## src/rtl/ycbcr2rgb_pipe.sv

```systemverilog
// rtl/ycbcr2rgb_pipe.sv - streaming YCbCr 4:4:4 to RGB converter, 3-stage pipeline with backpressure
module ycbcr2rgb_pipe #(
   parameter int DW   = 8,
   parameter int FRAC = 8
) (
   input  logic            clk,
   input  logic            rst,
   input  logic            in_valid,
   output logic            in_ready,
   input  logic [3*DW-1:0] in_data,
   input  logic            in_mode,
   input  logic            in_sof,
   input  logic            in_eol,
   output logic            out_valid,
   input  logic            out_ready,
   output logic [3*DW-1:0] out_data,
   output logic            out_sof,
   output logic            out_eol
);

   // Accumulator wide enough for the largest coefficient times a (DW+1)-bit signed operand.
   localparam int ACCW = DW + 12;
   localparam int CW   = DW + 1;

   localparam logic [CW-1:0]          C_OFF = CW'(1 << (DW - 1));
   localparam logic [CW-1:0]          Y_OFF = CW'(16 << (DW - 8));
   localparam logic signed [ACCW-1:0] RND   = ACCW'(1 << (FRAC - 1));
   localparam logic signed [ACCW-1:0] MAXV  = ACCW'((1 << DW) - 1);

   // Saturate a post-shift channel value into the unsigned DW-bit output range.
   function automatic logic [DW-1:0] clip(input logic signed [ACCW-1:0] v);
      if (v < 0) begin
         return '0;
      end
      if (v > MAXV) begin
         return '1;
      end
      return v[DW-1:0];
   endfunction

   // Pipeline enable: a bubble in the output stage lets everything advance regardless of out_ready.
   logic en;
   logic accept;
   logic out_valid_q;

   assign en       = out_ready | ~out_valid_q;
   assign in_ready = en;
   assign accept   = in_valid & en;

   // ---------------- Stage 1: remove offsets ----------------
   logic [DW-1:0]        y_in, cb_in, cr_in;
   logic                 s1_valid_d, s1_valid_q;
   logic signed [CW-1:0] s1_y_d, s1_y_q;
   logic signed [CW-1:0] s1_cb_d, s1_cb_q;
   logic signed [CW-1:0] s1_cr_d, s1_cr_q;
   logic                 s1_mode_d, s1_mode_q;
   logic                 s1_sof_d, s1_sof_q;
   logic                 s1_eol_d, s1_eol_q;

   assign y_in  = in_data[DW-1:0];
   assign cb_in = in_data[2*DW-1:DW];
   assign cr_in = in_data[3*DW-1:2*DW];

   // Centre chroma on zero and drop the studio black level for limited-range beats.
   always_comb begin
      s1_valid_d = accept;
      s1_y_d     = {1'b0, y_in} - (in_mode ? Y_OFF : '0);
      s1_cb_d    = {1'b0, cb_in} - C_OFF;
      s1_cr_d    = {1'b0, cr_in} - C_OFF;
      s1_mode_d  = in_mode;
      s1_sof_d   = in_sof & accept;
      s1_eol_d   = in_eol & accept;
   end

   // Stage 1 registers.
   always_ff @(posedge clk) begin
      if (rst) begin
         s1_valid_q <= 1'b0;
         s1_y_q     <= '0;
         s1_cb_q    <= '0;
         s1_cr_q    <= '0;
         s1_mode_q  <= 1'b0;
         s1_sof_q   <= 1'b0;
         s1_eol_q   <= 1'b0;
      end else if (en) begin
         s1_valid_q <= s1_valid_d;
         s1_y_q     <= s1_y_d;
         s1_cb_q    <= s1_cb_d;
         s1_cr_q    <= s1_cr_d;
         s1_mode_q  <= s1_mode_d;
         s1_sof_q   <= s1_sof_d;
         s1_eol_q   <= s1_eol_d;
      end
   end

   // ---------------- Stage 2: coefficient multiply ----------------
   logic signed [ACCW-1:0] y_x, cb_x, cr_x;
   logic signed [ACCW-1:0] k_y, k_rcr, k_gcb, k_gcr, k_bcb;
   logic                   s2_valid_q;
   logic signed [ACCW-1:0] s2_py_d, s2_py_q;
   logic signed [ACCW-1:0] s2_prcr_d, s2_prcr_q;
   logic signed [ACCW-1:0] s2_pgcb_d, s2_pgcb_q;
   logic signed [ACCW-1:0] s2_pgcr_d, s2_pgcr_q;
   logic signed [ACCW-1:0] s2_pbcb_d, s2_pbcb_q;
   logic                   s2_sof_q, s2_eol_q;

   // Pick the Q.8 coefficient set for this beat's range and form the five products.
   always_comb begin
      y_x   = {{(ACCW-CW){s1_y_q[CW-1]}}, s1_y_q};
      cb_x  = {{(ACCW-CW){s1_cb_q[CW-1]}}, s1_cb_q};
      cr_x  = {{(ACCW-CW){s1_cr_q[CW-1]}}, s1_cr_q};
      k_y   = s1_mode_q ? ACCW'(298) : ACCW'(256);
      k_rcr = s1_mode_q ? ACCW'(409) : ACCW'(359);
      k_gcb = s1_mode_q ? ACCW'(100) : ACCW'(88);
      k_gcr = s1_mode_q ? ACCW'(208) : ACCW'(183);
      k_bcb = s1_mode_q ? ACCW'(516) : ACCW'(454);
      s2_py_d   = y_x * k_y;
      s2_prcr_d = cr_x * k_rcr;
      s2_pgcb_d = cb_x * k_gcb;
      s2_pgcr_d = cr_x * k_gcr;
      s2_pbcb_d = cb_x * k_bcb;
   end

   // Stage 2 registers.
   always_ff @(posedge clk) begin
      if (rst) begin
         s2_valid_q <= 1'b0;
         s2_py_q    <= '0;
         s2_prcr_q  <= '0;
         s2_pgcb_q  <= '0;
         s2_pgcr_q  <= '0;
         s2_pbcb_q  <= '0;
         s2_sof_q   <= 1'b0;
         s2_eol_q   <= 1'b0;
      end else if (en) begin
         s2_valid_q <= s1_valid_q;
         s2_py_q    <= s2_py_d;
         s2_prcr_q  <= s2_prcr_d;
         s2_pgcb_q  <= s2_pgcb_d;
         s2_pgcr_q  <= s2_pgcr_d;
         s2_pbcb_q  <= s2_pbcb_d;
         s2_sof_q   <= s1_sof_q;
         s2_eol_q   <= s1_eol_q;
      end
   end

   // ---------------- Stage 3: sum, round, clip ----------------
   logic signed [ACCW-1:0] sum_r, sum_g, sum_b;
   logic signed [ACCW-1:0] sh_r, sh_g, sh_b;
   logic [3*DW-1:0]        out_data_d, out_data_q;
   logic                   out_sof_q, out_eol_q;

   // Round half up, floor-shift out the fraction, then saturate each channel.
   always_comb begin
      sum_r      = s2_py_q + s2_prcr_q + RND;
      sum_g      = s2_py_q - s2_pgcb_q - s2_pgcr_q + RND;
      sum_b      = s2_py_q + s2_pbcb_q + RND;
      sh_r       = sum_r >>> FRAC;
      sh_g       = sum_g >>> FRAC;
      sh_b       = sum_b >>> FRAC;
      out_data_d = {clip(sh_r), clip(sh_g), clip(sh_b)};
   end

   // Output registers; held while the downstream stalls a valid beat.
   always_ff @(posedge clk) begin
      if (rst) begin
         out_valid_q <= 1'b0;
         out_data_q  <= '0;
         out_sof_q   <= 1'b0;
         out_eol_q   <= 1'b0;
      end else if (en) begin
         out_valid_q <= s2_valid_q;
         out_data_q  <= out_data_d;
         out_sof_q   <= s2_sof_q;
         out_eol_q   <= s2_eol_q;
      end
   end

   assign out_valid = out_valid_q;
   assign out_data  = out_data_q;
   assign out_sof   = out_sof_q;
   assign out_eol   = out_eol_q;

endmodule

```

## config.mk

```make
export PLATFORM = sky130hd
export DESIGN_NAME = ycbcr2rgb_pipe
export DESIGN_NICKNAME = d
export VERILOG_FILES = /design/src/rtl/ycbcr2rgb_pipe.sv
export SDC_FILE = /design/constraint.sdc
export NUM_CORES = 1
export LEC_CHECK = 0
export ABC_CLOCK_PERIOD_IN_PS = 7250
export BUFFER_PORTS_ARGS = -buffer_cell sky130_fd_sc_hd__buf_2
export CAP_MARGIN = 20
export CORE_MARGIN = 5
export CORE_UTILIZATION = 26
export CTS_CLUSTER_DIAMETER = 60
export DETAILED_ROUTE_END_ITERATION = 12
export PLACE_DENSITY = 0.47
export SYNTH_ARGS = -nofsm -noshare
export SYNTH_HDL_FRONTEND = slang
export SYNTH_SLANG_ARGS = --single-unit
```

## constraint.sdc

```tcl
create_clock -name clk -period 7.25 [get_ports clk]
set_input_delay 1.45 -clock clk [delete_from_list [all_inputs] [get_ports clk]]
set_output_delay 1.45 -clock clk [all_outputs]
set_load 0.03 [all_outputs]
```

# Word level (Yosys, flattened, before mapping)
# Cells that the tools add are included.
[op_classes]
addsub = 10
multipliers = 5
magnitude_cmp = 6
n_mux = 27
bitwise = 5
[op_table]
columns = ["op", "count"]
rows = [
  ["2-to-1 mux 8 bit", 13],
  ["adder 20 x 9 -> 20 bit (second input constant)", 3],
  ["adder 20 bit", 2],
  ["subtractor 20 bit", 2],
  ["multiplier 9 x 10 -> 19 bit", 2],
  ["> comparator 12 x 9 -> 1 bit (second input constant)", 3],
  ["< comparator 12 x 1 -> 1 bit (second input constant)", 3],
  ["multiplier 9 x 11 -> 20 bit", 1],
  ["multiplier 9 x 9 -> 18 bit", 1],
  ["subtractor 8 x 8 -> 9 bit (second input constant)", 2],
  ["multiplier 9 x 8 -> 17 bit", 1],
  ["2-to-1 mux 6 bit", 2],
  ["2-to-1 mux 10 bit", 1],
  ["2-to-1 mux 1 bit", 9],
  ["subtractor 8 x 5 -> 9 bit", 1],
  ["2-to-1 mux 7 bit", 1],
  ["2-to-1 mux 5 bit", 1],
  ["bitwise AND 1 bit", 3],
  ["inverter 1 bit", 1],
  ["OR 1 bit", 1],
]
[word_totals]
regBits = 161
inputBits = 31
out_inout_bits = 28
elab_cells = 72

# Depth between registers and ports, before layout
# Gate-level depths: netlist (run 1).
[depth]
depth_word = 8
depth_mapped = 25
ltp_nobuf = 22

# Worst setup path after synthesis (run 1)
# No wires, ideal clock.
[synth_timing]
path_type = "register to register"
start = "register s1_mode_q"
end = "register s2_prcr_q[17]"
setup_ns = 0.117
arrival_time_ns = 5.407
required_time_ns = 7.133
slack_ns = 1.726
path_stages_with_launch = 23
path_buffers = 3
period_less_slack_ns = 5.524
path_cell_list = "dfxtp_1 -> clkbuf_1 -> clkbuf_1 -> clkbuf_1 -> nand2_1 -> fa_1 -> inv_1 -> fa_1 -> inv_1 -> fa_1 -> fa_1 -> inv_1 -> ha_1 -> ha_1 -> a21o_1 -> a21oi_1 -> o21bai_1 -> a21oi_1 -> o21bai_1 -> a41o_1 -> o41ai_1 -> xnor2_1 -> a22o_1"
[synth_between]
elab_chain_cells = 2
[synth_rtl]
columns = ["item", "line_no", "rtl"]
rows = [
  ["start, declared", "56", "logic s1_mode_d, s1_mode_q;"],
  ["start signal, assigned", "90", "s1_mode_q <= s1_mode_d;"],
  ["2-to-1 mux 8 bit", "113", "k_rcr = s1_mode_q ? ACCW'(409) : ACCW'(359);"],
  ["multiplier 9 x 10 -> 19 bit", "118", "s2_prcr_d = cr_x * k_rcr;"],
  ["end signal, assigned", "138", "s2_prcr_q <= s2_prcr_d;"],
  ["end, declared", "101", "logic signed [ACCW-1:0] s2_prcr_d, s2_prcr_q;"],
]
# Every way passes these cells.
# A chain may end at the register's enable or synchronous reset.

# Worst setup path in the final report (run 1)
[layout_timing]
start = "register s1_mode_q"
end = "register s2_pbcb_q[18]"
[layout_between]
elab_chain_cells = 2
[layout_rtl]
columns = ["item", "line_no", "rtl"]
rows = [
  ["2-to-1 mux 10 bit", "116", "k_bcb = s1_mode_q ? ACCW'(516) : ACCW'(454);"],
  ["multiplier 9 x 11 -> 20 bit", "121", "s2_pbcb_d = cb_x * k_bcb;"],
  ["end signal, assigned", "141", "s2_pbcb_q <= s2_pbcb_d;"],
  ["end, declared", "104", "logic signed [ACCW-1:0] s2_pbcb_d, s2_pbcb_q;"],
]
# Every way passes these cells.

==> results of run 1 <==
[kinds of logic after synthesis]
| logic type | share of synthesized area, % |
|---|---|
| AOI/OAI and AO/OA | 12.2 |
| xor gates and xnor gates | 4.72 |
| buffers and inverters | 8.90 |
| other | 0.0460 |
| and+or+nand+nor | 12.3 |
| DFF | 18.0 |
| muxes | 0.207 |
| adders and majority gates | 43.6 |
[final cells by class]
class,instances,area [um^2],area share (%)
Clock buffer,17,425,2.34
Clock inverter,15,214,1.18
Inverter,336,1260,6.94
Multi-Input combinational cell,1345,11900,65.6
Sequential cell,147,2940,16.2
Tap cell,837,1050,5.75
Timing Repair Buffer,68,368,2.02
[final timing paths]
kind | start | to | slack, ps
setup reg to reg | s1_mode_q$_SDFFE_PP0N_ | s2_pbcb_q[18]$_SDFFE_PP0N_ | 970
setup / recovery | s1_mode_q$_SDFFE_PP0N_ | s2_pbcb_q[18]$_SDFFE_PP0N_ | 970
hold reg to reg | out_data[12]$_SDFFE_PP0N_ | out_data[12]$_SDFFE_PP0N_ | 440
hold / removal | out_data[12]$_SDFFE_PP0N_ | out_data[12]$_SDFFE_PP0N_ | 440
[power breakdown]
group,internal (mW),total (mW),switching (mW)
Clock,0.561,0.997,0.436
Sequential,0.959,1.08,0.117
Combinational,1.04,2.47,1.44
[worst max-delay path, delay by kind of cell, from the launching register on]
| kind | cells | cell delay (ps) |
|---|---|---|
| simple gates | 3 | 390 |
| flops | 1 | 1010 |
| compound gates | 6 | 1410 |
| buf+inv | 4 | 640 |
| xor+xnor | 1 | 170 |
| fa+ha+maj | 6 | 2490 |
[through the flow]
stage	total power, mW	worst slack [ps]	utilization, %
after floorplan	2.91	1730	-
after global placement	3.55	1090	28.4
after detailed placement	3.58	992	28.4
after CTS	4.62	960	29.4
after global routing	4.99	505	29.4
final	4.55	975	29.4
[placed cells by master (no fill, tap or decap), types with 13 or more instances in the layout]
master,Yosys,layout
clkbuf_16,0,17
o21bai_1,13,13
nand3_1,17,17
and2_1,19,19
ha_1,337,337
nor2_1,86,85
fa_1,145,145
buf_2,0,57
dfxtp_1,147,147
nand2b_1,23,23
a21o_1,24,24
xnor2_1,59,59
a21oi_1,142,142
xor2_1,29,29
a211oi_1,24,24
o21ai_0,32,32
nor2b_1,17,16
a22o_1,16,16
inv_1,335,335
nand2_1,234,234
nor3_1,25,25
[sequential cells by signal, indices dropped and copies added, names as in the netlist]
register    count
s2_eol_q        1
s2_py_q        18
s1_mode_q       1
s1_y_q          9
s1_cr_q         8
s1_valid_q      1
s2_sof_q        1
out_sof         1
out_valid       1
s1_cb_q         8
out_data       24
s2_pgcr_q      18
s2_prcr_q      18
s1_sof_q        1
s2_valid_q      1
s1_eol_q        1
s2_pbcb_q      19
s2_pgcb_q      15
out_eol         1
[layer usage]
layer	GRT usage, %	routed length (um)	share of wire [%]
met5	0	34	0.082
met4	3.85	888	2.1
met3	1.52	789	1.9
met2	21.6	19700	47
met1	16.9	20300	49
==> qor.yml, run 1 <==
run_status:
  outcome: "completed"
hold_path:
  hold_depth: 2
  hp-class: "register to register"
clock_tree:
  cts.repair.resized: 0
  clk_latency_ps: 460
  htreeDepth: 4
  cts_tree: "yes"
  path_clk_slew_ps: 70
  cts_setup_buffers: 0
  clock_sinks: 147
  ctsHoldBuffers: 0
  ctsRootBufferMaster: "clkbuf_16"
  clockBufferDepth: 2
  cts_buffers: 17
cells_and_area:
  final_cell_count_no_fill: 2765
  syn2layout_area_growth_pct: 11.5
  final_layout_size_suffix_gt1_share_pct: 6.17
  final_cell_area_um2: 18200
  num-nets-final: 2428
  fill_cells: 6714
  antenna_cells: 0
route:
  routed_via_density: 4.38
  drtPass1Iterations: 5
  wl_per_cell_um: 15.1
  wl_um: 41700
  num_vias: 12100
  drtIter0Drc: 437
  ant_nets: 0
  drcViolationCount: 0
floorplan:
  dieWidth_um: 261
  die_area_um2: 67900
  rows: 91
  core_area_um2: 61900
  initial_core_util_pct: 26.3
  die_h_um: 261
  io_pins: 59
yosys:
  yosysMostFrequentCell: "ha_1"
  synth_cells: 1877
  yosysTopAreaCellShare_pct: 25.8
  yosys_warnings: 0
  ys_types: 56
  synth_area_leaders: "ha_1 (26%), dfxtp_1 (18%), fa_1 (18%), inv_1 (7.7%), nand2_1 (5.4%)"
  synth.avg_cell_area_um2: 8.70
  ys_async_sr_fraction_pct: 0
  synth_edf_count: 0
  yosysTopAreaCell: "ha_1"
  ys_seq_area_share_pct: 18.0
  synth-seq-cells: 147
  synth.top_cells.by_count: "ha_1 (337), inv_1 (335), nand2_1 (234)"
  synth.cell_area_um2: 16300
  synth_flop_cell: "dfxtp_1"
grt:
  grt_usage_pct: 12.7
  overflow: 0
  grt_pass1_vias: 12600
  grt_max_degree: 62
  antenna_found_initial: 3
  grt_pass1_wl_um: 68400
sta:
  rsz0062_at_grt: "no"
  fmax_mhz: 159
  slew_violations: 0
  finalClockSkew_ps: 17.1
  tns_ps: 0
  finalSetupViolCount: 0
  whs_ps: 444
  period_share_pct: 86.6
  min_period_ps: 6280
  tightest_slew_ps: 1050
  finalHoldViolCount: 0
  relSlewSlack_pct: 30.0
power:
  leakagePower_nw: 9.57
  max-vdd-ir-drop_mv: 0.191
  p_per_area_nw_per_um2: 250
setup_path:
  critPathLaunchType: "register"
  critical_path.max_fanout: 26
  rr_worst_depth: 20
  crit_chain: "buf_4 -> nand2b_1 -> inv_1 -> fa_1 -> ha_1 -> inv_1 -> fa_1 -> fa_1 -> inv_1 -> fa_1 -> ha_1 -> a31oi_1 -> nor2b_1 -> o21a_1 -> o31a_1 -> o41ai_1 -> o21ai_0 -> xor2_1 -> nand2_1 -> a21oi_1"
  critPathMostFrequentCell: "fa_1"
  crit_path_top_delay_cell: "dfxtp_1"
  cp.arrival_ps: 6580
  slowest_delay_ps: 1010
  worst-endpoint-required_ps: 7560
  worst_setup_path_end_kind: "register"
  path_class: "register to register"
placed_design:
  io_buffers: 58
  dp_cells: 2733
  gp_congestion: 0.838
  postPlaceCellArea_um2: 17600
  post-dp-hpwl_um: 34600
flow_run:
  cap_violations: 0
Power figures use the tool's default switching activity.
==> inputs of run 2 (changes only) <==
Settings changed: CORE_MARGIN 5 to 1.
==> qor.yml, run 2 (synthesized netlist as in run 1, its figures left out) <==
clock_tree:
  cts_setup_buffers: 0
  path_clk_slew_ps: 70
  cts_buffers: 17
  clk_latency_ps: 460
  ctsHoldBuffers: 0
  cts_tree: "yes"
  clockBufferDepth: 2
  htreeDepth: 4
  ctsRootBufferMaster: "clkbuf_16"
  clock_sinks: 147
  cts.repair.resized: 0
cells_and_area:
  largest_reg_flops: 24
  final_cell_mix: "ha_1 (337), inv_1 (335), nand2_1 (234)"
  syn2layout_area_growth_pct: 11.3
  num-nets-final: 2427
  seq_area_um2: 2940
  final_layout_size_suffix_gt1_share_pct: 6.12
  final_cell_count_no_fill: 2764
  antenna_cells: 0
  multi_input_area_um2: 11900
  final_common_cell: "ha_1"
  fill_cells: 6556
flow_run:
  cap_violations: 0
floorplan:
  die_h_um: 253
  io_pins: 59
  initial_core_util_pct: 26.4
  die_area_um2: 63800
  core_area_um2: 61800
  rows: 91
  dieWidth_um: 253
route:
  wl_per_cell_um: 15.0
  drtPass1Iterations: 4
  ant_nets: 0
  wl_um: 41400
  drcViolationCount: 0
  num_vias: 12200
  routed_via_density: 4.41
  drtIter0Drc: 441
setup_path:
  worst-endpoint-required_ps: 7640
  worst_setup_path_end_kind: "register"
  critical_path.max_fanout: 24
  path_class: "register to register"
  critPathLaunchType: "register"
  cp.arrival_ps: 6480
sta:
  min_period_ps: 6090
  finalSetupViolCount: 0
  finalHoldViolCount: 0
  tightest_slew_ps: 975
  finalClockSkew_ps: 15.3
  slew_violations: 0
  rsz0062_at_grt: "no"
  tns_ps: 0
  fmax_mhz: 164
  period_share_pct: 84.0
  relSlewSlack_pct: 35.0
placed_design:
  gp_congestion: 0.845
  dp_cells: 2732
  post-dp-hpwl_um: 34400
  io_buffers: 58
grt:
  grt_usage_pct: 13.5
  top_usage_layer: "met2"
  grt_max_degree: 85
  antenna_found_initial: 0
  grt_pass1_wl_um: 67300
  met3_usage_pct: 1.62
  overflow: 0
  grt_pass1_vias: 12400
  grtUsageMet1_pct: 17.9
  use_met2_pct: 22.6
power:
  p_per_area_nw_per_um2: 248
  max-vdd-ir-drop_mv: 0.281
  finalPower_mw: 4.50
  leakagePower_nw: 9.54
run_status:
  outcome: "completed"
hold_path:
  hp-class: "register to register"
[run 2: cell count changes in the layout (fill, tap and decap cells not counted)]
cell | previous run | this run
buf_4 | 11 | 10
bufinv_16 | 3 | 0
clkinv_4 | 1 | 0
clkinv_8 | 1 | 4
clkinvlp_4 | 1 | 3
inv_12 | 0 | 1
inv_6 | 4 | 1
inv_8 | 5 | 6
[run 2: final cells by class]
cell class	count	share of cell area [%]
clock buffers	17	2.34
clock inverters	15	0.992
inverters	336	6.96
multi-input cells	1345	65.8
flip-flops and latches	147	16.2
well taps	837	5.77
repair buffers	67	1.98
[run 2: worst max-delay path, cell delays in order (launching register included)]
cell and delay [ps]:
dfxtp_1 890, buf_4 350, nand2b_1 240, inv_1 130, fa_1 480, ha_1 300
inv_1 70, fa_1 440, fa_1 540, inv_1 50, fa_1 390, ha_1 330
a31oi_1 290, nor2b_1 80, o21a_1 190, o31a_1 270, o41ai_1 380, o21ai_0 200
xor2_1 160, nand2_1 70, a21oi_1 160
[run 2: metal layers]
metal / part of all wire (%) / vias to the layer above
met5: 0 / -
met4: 2.2 / 0
met3: 2.1 / 33
met2: 47 / 127
met1: 49 / 5808
li1: - / 6219
[run 2: worst paths after layout]
kind,start,end,slack [ps],cells past startpoint
worst min register to register,out_data[12]$_SDFFE_PP0N_,out_data[12]$_SDFFE_PP0N_,450,2
worst min-delay path,out_data[12]$_SDFFE_PP0N_,out_data[12]$_SDFFE_PP0N_,450,2
worst max register to register,s1_mode_q$_SDFFE_PP0N_,s2_pbcb_q[18]$_SDFFE_PP0N_,1160,20
worst max-delay path,s1_mode_q$_SDFFE_PP0N_,s2_pbcb_q[18]$_SDFFE_PP0N_,1160,20
[run 2: power by group]
part	internal, mW	switching (mW)	leakage, nW
Combinational	1.03	1.47	8.04
Sequential	0.959	0.115	1.22
Clock	0.468	0.456	0.286
[run 2: through the flow]
step                      hold WS [ps]  utilization (%)  instance area (um^2)  setup WS (ps)
after floorplan                    432                -                 16300           1730
after global placement             438             28.4                 17600           1180
after detailed placement           443             28.4                 17600           1150
after CTS                          455             29.4                 18200           1110
after global routing               474             29.4                 18200            708
final                              450             29.4                 18200           1160
==> inputs of run 3 (changes only) <==
Settings changed: ABC_CLOCK_PERIOD_IN_PS 7250 to 6200.
Clock period 7.25 ns to 6.2 ns, I/O delays scaled along.
==> qor.yml, run 3 (synthesized netlist as in run 1, its figures left out) <==
sta:
  finalClockSkew_ps: 14.0
  fmax_mhz: 177
  relSlewSlack_pct: 42.5
  finalSetupViolCount: 0
  tightest_slew_ps: 862
  tns_ps: 0
  finalHoldViolCount: 0
  min_period_ps: 5660
  period_share_pct: 91.4
  whs_ps: 447
  rsz0062_at_grt: "no"
  slew_violations: 0
grt:
  grt_max_degree: 71
  grt_pass1_vias: 12500
  antenna_found_initial: 1
  grt_usage_pct: 13.7
  overflow: 0
  grt_pass1_wl_um: 68000
floorplan:
  dieWidth_um: 253
  die_h_um: 253
  io_pins: 59
  die_area_um2: 63800
  initial_core_util_pct: 26.4
  core_area_um2: 61800
  rows: 91
cells_and_area:
  fin_util_pct: 29.5
  num-nets-final: 2438
  final_cell_mix: "ha_1 (337), inv_1 (335), nand2_1 (234)"
  fill_cells: 6568
  largest_reg_flops: 24
  multi_input_area_um2: 11900
  final_layout_size_suffix_gt1_share_pct: 6.61
  seq_area_um2: 2940
  syn2layout_area_growth_pct: 11.7
  antenna_cells: 0
  final_common_cell: "ha_1"
hold_path:
  hp-class: "register to register"
clock_tree:
  cts_tree: "yes"
  ctsRootBufferMaster: "clkbuf_16"
  clk_latency_ps: 460
  cts_buffers: 17
  htreeDepth: 4
  clock_sinks: 147
  clockBufferDepth: 2
  path_clk_slew_ps: 60
  ctsHoldBuffers: 0
power:
  max-vdd-ir-drop_mv: 0.265
  leakagePower_nw: 9.59
  p_per_area_nw_per_um2: 290
setup_path:
  slowest_delay_ps: 590
  path_class: "register to register"
  crit_chain: "nand2b_1 -> fa_1 -> inv_1 -> fa_1 -> inv_1 -> fa_1 -> fa_1 -> inv_1 -> ha_1 -> ha_1 -> a21o_1 -> a2111oi_0 -> buf_4 -> nor3_1 -> nor3_1 -> o31ai_1 -> xnor2_1 -> a211oi_1"
  cp.arrival_ps: 6020
  cp_top_family: "adder cells"
  cp_num_buf_inv: 4
  crit_path_top_delay_cell: "fa_1"
  critPathLaunchType: "register"
  worst_setup_path_end_kind: "register"
  worst-endpoint-required_ps: 6560
  critical_path.max_fanout: 7
  critPathMostFrequentCell: "fa_1"
route:
  drcViolationCount: 0
  wl_um: 42200
  wl_met2_um: 20200
  routed_via_density: 4.43
  drtIter0Drc: 519
  wl_met1_um: 20400
  drtPass1Iterations: 5
  highest_layer: "met4"
  wl_per_cell_um: 15.2
  met3WireLength_um: 970
  ant_nets: 0
  num_vias: 12300
placed_design:
  post-dp-hpwl_um: 34900
  gp_congestion: 0.849
  io_buffers: 58
run_status:
  outcome: "completed"
flow_run:
  cap_violations: 0
==> run 3: metrics by stage <==
stage	cell area [um^2]	setup slack (ps)	total power, mW	cells
after global routing	18200	108	5.75	2774
after floorplan	16300	676	3.40	1879
after detailed placement	17600	337	4.21	2743
final	18200	535	5.28	2774
after CTS	18200	281	5.33	2774
after global placement	17600	429	4.18	2743
==> run 3: worst reg2reg max path: stages (launching register included) <==
cell	delay (ps)
dfxtp_1	540
nand2b_1	280
fa_1	590
inv_1	70
fa_1	530
inv_1	50
fa_1	470
fa_1	540
inv_1	40
ha_1	280
ha_1	340
a21o_1	210
a2111oi_0	540
buf_4	210
nor3_1	70
nor3_1	310
o31ai_1	140
xnor2_1	140
a211oi_1	230
==> run 3: layout make-up <==
| type | instances | share of cell area [%] |
|---|---|---|
| timing repair buffer | 78 | 2.43 |
| clock buffer | 20 | 2.51 |
| clock inverter | 11 | 0.700 |
| tap | 837 | 5.75 |
| inverter | 336 | 6.93 |
| multi-input combinational | 1345 | 65.5 |
| sequential | 147 | 16.2 |
==> run 3: per-layer routing <==
| layer | track usage [%] | vias to the layer above |
|---|---|---|
| li1 | - | 6241 |
| met1 | 18.4 | 5872 |
| met2 | 23.4 | 148 |
| met3 | 1.40 | 25 |
| met4 | 3.53 | 0 |
| met5 | 0 | - |
==> run 3: worst paths after layout <==
path                              from                         end  slack [ps]  cells past startpoint
max            s1_cr_q[2]$_SDFFE_PP0N_  s2_prcr_q[18]$_SDFFE_PP0N_         540                     18
min          out_data[12]$_SDFFE_PP0N_   out_data[12]$_SDFFE_PP0N_         450                      2
max reg2reg    s1_cr_q[2]$_SDFFE_PP0N_  s2_prcr_q[18]$_SDFFE_PP0N_         540                     18
min reg2reg  out_data[12]$_SDFFE_PP0N_   out_data[12]$_SDFFE_PP0N_         450                      2
==> run 3: power by group <==
part / internal, mW / switching [mW] / total [mW] / leakage (nW)
Sequential: 1.12 / 0.134 / 1.26 / 1.22
Clock: 0.614 / 0.461 / 1.08 / 0.279
Combinational: 1.22 / 1.73 / 2.95 / 8.09
==> run 3: repair_timing <==
action,CTS,global route
buffers inserted,0,0
resized for setup,0,1
endpoints found under the setup margin,0,3
